$ cat src/rtl/bubsysrom_sram_dma.sv
// Fill/copy bus master for the single-port on-chip SRAM (registered read, 1-cycle latency).
// Optional abort input is compiled in with `define BUBSYSROM_SRAM_DMA_ABORT_EN.
module bubsysrom_sram_dma #(
    parameter int AW = 10,
    parameter int DW = 8
) (
    input  logic          i_MCLK,
    input  logic          i_RST,
    input  logic          i_START,
    input  logic          i_MODE,
    input  logic [AW-1:0] i_SRC_ADDR,
    input  logic [AW-1:0] i_DST_ADDR,
    input  logic [AW-1:0] i_LEN,
    input  logic [DW-1:0] i_FILL_DATA,
`ifdef BUBSYSROM_SRAM_DMA_ABORT_EN
    input  logic          i_ABORT,
`endif
    output logic          o_BUSY,
    output logic          o_DONE,
    output logic [AW-1:0] o_SRAM_ADDR,
    output logic [DW-1:0] o_SRAM_DIN,
    output logic          o_SRAM_RD,
    output logic          o_SRAM_WR,
    input  logic [DW-1:0] i_SRAM_DOUT
);

    typedef enum logic [2:0] {S_IDLE, S_FILL, S_RD, S_HOLD, S_WR, S_DONE} state_t;

    localparam logic [AW-1:0] A_ONE = AW'(1);

    state_t        r_state, w_state;
    logic [AW-1:0] r_src, w_src, r_dst, w_dst, r_cnt, w_cnt, r_addr, w_addr;
    logic [DW-1:0] r_fill, w_fill, r_din, w_din;
    logic          r_rd, w_rd, r_wr, w_wr, r_done, w_done, r_busy, w_busy;
    logic          w_abort;

`ifdef BUBSYSROM_SRAM_DMA_ABORT_EN
    assign w_abort = i_ABORT;
`else
    assign w_abort = 1'b0;
`endif

    // Bus outputs are registered: the values computed here appear during the
    // cycle in which r_state equals w_state. r_cnt counts words still to issue
    // after the one currently on the bus.
    always_comb begin
        w_state = r_state;
        w_src   = r_src;
        w_dst   = r_dst;
        w_cnt   = r_cnt;
        w_fill  = r_fill;
        w_addr  = r_addr;
        w_din   = r_din;
        w_rd    = 1'b0;
        w_wr    = 1'b0;
        w_done  = 1'b0;
        w_busy  = 1'b0;
        case (r_state)
            S_IDLE: if (i_START) begin
                w_fill = i_FILL_DATA;
                w_src  = i_SRC_ADDR;
                w_dst  = i_DST_ADDR;
                w_cnt  = i_LEN;
                if (i_LEN == '0) begin
                    w_state = S_DONE;
                    w_done  = 1'b1;
                end else if (!i_MODE) begin
                    w_state = S_FILL;
                    w_wr    = 1'b1;
                    w_addr  = i_DST_ADDR;
                    w_din   = i_FILL_DATA;
                    w_dst   = i_DST_ADDR + A_ONE;
                    w_cnt   = i_LEN - A_ONE;
                    w_busy  = 1'b1;
                end else begin
                    w_state = S_RD;
                    w_rd    = 1'b1;
                    w_addr  = i_SRC_ADDR;
                    w_src   = i_SRC_ADDR + A_ONE;
                    w_cnt   = i_LEN - A_ONE;
                    w_busy  = 1'b1;
                end
            end
            S_FILL: begin
                if (w_abort || r_cnt == '0) begin
                    w_state = S_DONE;
                    w_done  = 1'b1;
                end else begin
                    w_wr   = 1'b1;
                    w_addr = r_dst;
                    w_din  = r_fill;
                    w_dst  = r_dst + A_ONE;
                    w_cnt  = r_cnt - A_ONE;
                    w_busy = 1'b1;
                end
            end
            S_RD: begin
                if (w_abort) begin
                    w_state = S_DONE;
                    w_done  = 1'b1;
                end else begin
                    w_state = S_HOLD;
                    w_busy  = 1'b1;
                end
            end
            S_HOLD: begin
                if (w_abort) begin
                    w_state = S_DONE;
                    w_done  = 1'b1;
                end else begin
                    // Read data is valid now; it goes straight into the DIN register.
                    w_state = S_WR;
                    w_wr    = 1'b1;
                    w_addr  = r_dst;
                    w_din   = i_SRAM_DOUT;
                    w_dst   = r_dst + A_ONE;
                    w_busy  = 1'b1;
                end
            end
            S_WR: begin
                if (w_abort || r_cnt == '0) begin
                    w_state = S_DONE;
                    w_done  = 1'b1;
                end else begin
                    w_state = S_RD;
                    w_rd    = 1'b1;
                    w_addr  = r_src;
                    w_src   = r_src + A_ONE;
                    w_cnt   = r_cnt - A_ONE;
                    w_busy  = 1'b1;
                end
            end
            S_DONE:  w_state = S_IDLE;
            default: w_state = S_IDLE;
        endcase
    end

    always_ff @(posedge i_MCLK or posedge i_RST) begin
        if (i_RST) begin
            r_state <= S_IDLE;
            r_src   <= '0;
            r_dst   <= '0;
            r_cnt   <= '0;
            r_fill  <= '0;
            r_addr  <= '0;
            r_din   <= '0;
            r_rd    <= 1'b0;
            r_wr    <= 1'b0;
            r_done  <= 1'b0;
            r_busy  <= 1'b0;
        end else begin
            r_state <= w_state;
            r_src   <= w_src;
            r_dst   <= w_dst;
            r_cnt   <= w_cnt;
            r_fill  <= w_fill;
            r_addr  <= w_addr;
            r_din   <= w_din;
            r_rd    <= w_rd;
            r_wr    <= w_wr;
            r_done  <= w_done;
            r_busy  <= w_busy;
        end
    end

    assign o_BUSY      = r_busy;
    assign o_DONE      = r_done;
    assign o_SRAM_ADDR = r_addr;
    assign o_SRAM_DIN  = r_din;
    assign o_SRAM_RD   = r_rd;
    assign o_SRAM_WR   = r_wr;

endmodule
$ cat config.mk
export PLATFORM = sky130hd
export DESIGN_NAME = bubsysrom_sram_dma
export DESIGN_NICKNAME = d
export VERILOG_FILES = /design/src/rtl/bubsysrom_sram_dma.sv
export SDC_FILE = /design/constraint.sdc
export NUM_CORES = 1
export LEC_CHECK = 0
export BUFFER_PORTS_ARGS = -buffer_cell sky130_fd_sc_hd__buf_2
export CAP_MARGIN = 20
export CORE_MARGIN = 2
export CORE_UTILIZATION = 51
export DETAILED_ROUTE_END_ITERATION = 12
export PLACE_DENSITY_LB_ADDON = 0.08
export SLEW_MARGIN = 10
export SYNTH_ARGS = -nofsm -noshare
export SYNTH_HDL_FRONTEND = slang
export SYNTH_SLANG_ARGS = --single-unit
$ cat constraint.sdc
create_clock -name i_MCLK -period 2.75 [get_ports i_MCLK]
set_input_delay 0.6875 -clock i_MCLK [delete_from_list [all_inputs] [get_ports i_MCLK]]
set_output_delay 0.6875 -clock i_MCLK [all_outputs]
set_load 0.03 [all_outputs]
==> reports/qor.csv <==
stage,metric,value,unit
worst_setup_path,critical path class,register to register,
yosys,Post-Syn Instances,484,
global_route,first-pass GRT wire length,19280,um
yosys,async set or reset register ratio after synthesis,100.0,%
clock_tree,post-cts sizing count,0,
drt,antenna-violating nets left,0,
drt,# DRC,0,
yosys,"Cell Area, Synth",4268,um2
global_route,largest net degree at the start of global routing,40,
floorplan,std cell rows,33,
pwr,Worst VDD drop,0.5731,mV
layout,final core utilization,61.49,%
yosys,"Seq/Total Area, Yosys",36.94,%
worst_setup_path,crit path launch type,register,
layout,"commonest non-fill, non-tap cell in the layout",buf_2,
clock_tree,level count of the clock H-tree,3,
timing,Hold Worst Slack,372.8,ps
timing,count of final setup violators,0,
timing,Fin. Hold Viols,0,
timing,fmax,383.6,MHz
drt,vias per cell,6.126,
layout,Layout Nets,620,
layout,diodes inserted,0,
timing,measured slew at the worst slew-check pin,670.0,ps
worst_setup_path,worst reg-to-reg setup slack,140,ps
layout,# fillers,752,
clock_tree,clk root buf,clkbuf_8,
job,Max Cap Viol,0,
layout,fraction of layout cells with a size suffix above 1,25.00,%
worst_setup_path,"Data arrival, critical path",2840,ps
clock_tree,CTS Buf Count,9,
placed_design,routability cong.,0.8564,
layout,"Design Area, Final",5027,um2
pwr,total power divided by cell area,1132,nW/um2
yosys,Seq cells post-synth,63,
yosys,Synth Area per Inst,8.818,um2
clock_tree,clk sinks,63,
placed_design,post-DP HPWL,8779,um
worst_setup_path,WP data required,2990,ps
placed_design,IO Port Bufs,71,
timing,setup_tns,0,ps
layout,most frequent cells in the layout,"buf_2 (71), dfrtp_1 (63), nand2_1 (60), a21oi_1 (37), o21ai_0 (37)",
drt,DR WL/cell,17.70,um
floorplan,Die Width,95.48,um
timing,unrepaired setup endpoints after global routing,no,
drt,routed wire length,11920,um
floorplan,DIE AREA,9116,um2
worst_setup_path,Critical Path Sink Type,register,
timing,max-slew violations,0,
global_route,antenna violations before repair,0,
worst_setup_path,Worst Reg-to-Reg Cells,7,
clock_tree,clk slew on worst S/H paths,80,ps
global_route,GRT Total Usage,27.50,%
run_status,status,completed,
timing,Slew HR,55.33,%
placed_design,Placed Area,4825,um2
floorplan,I/O pin cnt,72,
drt,DR pass1 iterations,5,
yosys,Synth cell types,64,
yosys,Ys Warns,0,
clock_tree,CTS tree,done,
global_route,remaining global-route overflow,0,
worst_setup_path,largest fanout on the critical path,10,
pwr,leak pwr,0.002169,uW
yosys,"Top FF cell, synth",dfrtp_1,
timing,Worst Skew,10.66,ps
drt,1st-iter DRT viols,287,
layout,Area Growth Syn to Fin,17.80,%
clock_tree,Post-CTS Setup Inserts,0,
floorplan,die height,95.48,um
clock_tree,Skew-Pair Late Insertion Delay,360,ps
floorplan,core area,8175,um2
yosys,Post-synth EDFFs,0,
yosys,syn_nets,541,
timing,final worst path period need,2607,ps
floorplan,Starting Density,52.20,%
clock_tree,Clock Tree Buf Depth,2,
drt,vias,4123,
min_path,worst hold path type,input port to async pin,
timing,Final Cycle Share,94.78,%
clock_tree,hold-fix buffers at CTS,0,
global_route,number of global-route vias before repair,3930,
-- cell families (layout without fill, tap and decap cells) --
family,Yosys count,count (layout),share of synthesized area [%]
and+or+nand+nor,175,175,20.76
AOI/OAI and AO/OA,151,151,24.92
buffers and inverters,37,121,3.577
xor gates and xnor gates,19,19,3.899
muxes,32,32,7.857
DFF,63,63,36.94
adders and majority gates,7,7,2.052
-- path summary, 6_finish.rpt --
check / to / startpoint
setup / recovery: o_SRAM_ADDR[7] / r_cnt[0]
hold / removal: r_dst[7] / i_RST
setup reg to reg: o_SRAM_ADDR[7] / r_cnt[0]
hold reg to reg: o_SRAM_DIN[6] / o_SRAM_DIN[6]
max in group asynchronous: r_state[2] / i_RST
min in group i_MCLK: o_SRAM_DIN[6] / o_SRAM_DIN[6]
-- stage by stage --
| stage | power (uW) | worst slack [ps] | instances |
|---|---|---|---|
| after global routing | 6148 | 5.674 | 673 |
| after floorplan | 4038 | 199.8 | 484 |
| final | 5690 | 143.4 | 673 |
| after detailed placement | 4842 | 103.4 | 656 |
| after global placement | 4745 | 179.5 | 656 |
| after CTS | 5671 | 158.9 | 672 |
-- cell type report --
class | instances | area [um2] | share of cell area (%)
clock inverter | 7 | 71.32 | 1.419
inverter | 10 | 37.54 | 0.7466
sequential | 63 | 1577 | 31.36
timing repair buffer | 95 | 548.0 | 10.90
multi-input combinational | 384 | 2539 | 50.50
tap | 105 | 131.4 | 2.613
clock buffer | 9 | 123.9 | 2.464
-- state kept, by name, indices dropped and copies added, names as in the netlist --
| signal | count |
|---|---|
| o_SRAM_WR | 1 |
| o_SRAM_RD | 1 |
| r_state | 3 |
| o_SRAM_DIN | 8 |
| o_SRAM_ADDR | 10 |
| r_dst | 10 |
| o_DONE | 1 |
| r_fill | 8 |
| o_BUSY | 1 |
| r_src | 10 |
| r_cnt | 10 |
-- worst max-delay path: stages, from the launching register on --
cell	delay, ps
dfrtp_1	420
inv_1	70
ha_1	200
or4b_4	540
o41ai_4	360
o21ai_2	130
a21oi_4	370
mux2_2	380
-- power by group --
group	internal [uW]	switching [uW]
registers	1380	512
logic	1210	1760
clock network	418	406
total	3010	2680
-- synth_stat cells, types with 10 or more instances --
library cell / number / area share (%)
dfrtp_1: 63 / 37
nor2_1: 27 / 2.4
a22oi_1: 12 / 2.1
a21oi_1: 37 / 4.3
xor2_1: 13 / 2.7
nand3_1: 21 / 2.5
o21ai_0: 37 / 4.3
inv_1: 10 / 0.88
mux2i_1: 20 / 4.7
nand2_1: 60 / 5.3
mux2_2: 12 / 3.2
nor3_1: 17 / 2.0
clkbuf_1: 19 / 1.7
-- layer usage --
layer,up-vias,GRT usage (%),part of all wire [%]
met5,-,0,0
met4,0,14.64,3.1
met3,32,4.585,6.1
met2,146,44.31,47
met1,1962,35.38,43
li1,1983,-,-
Power figures use the tool's default switching activity.
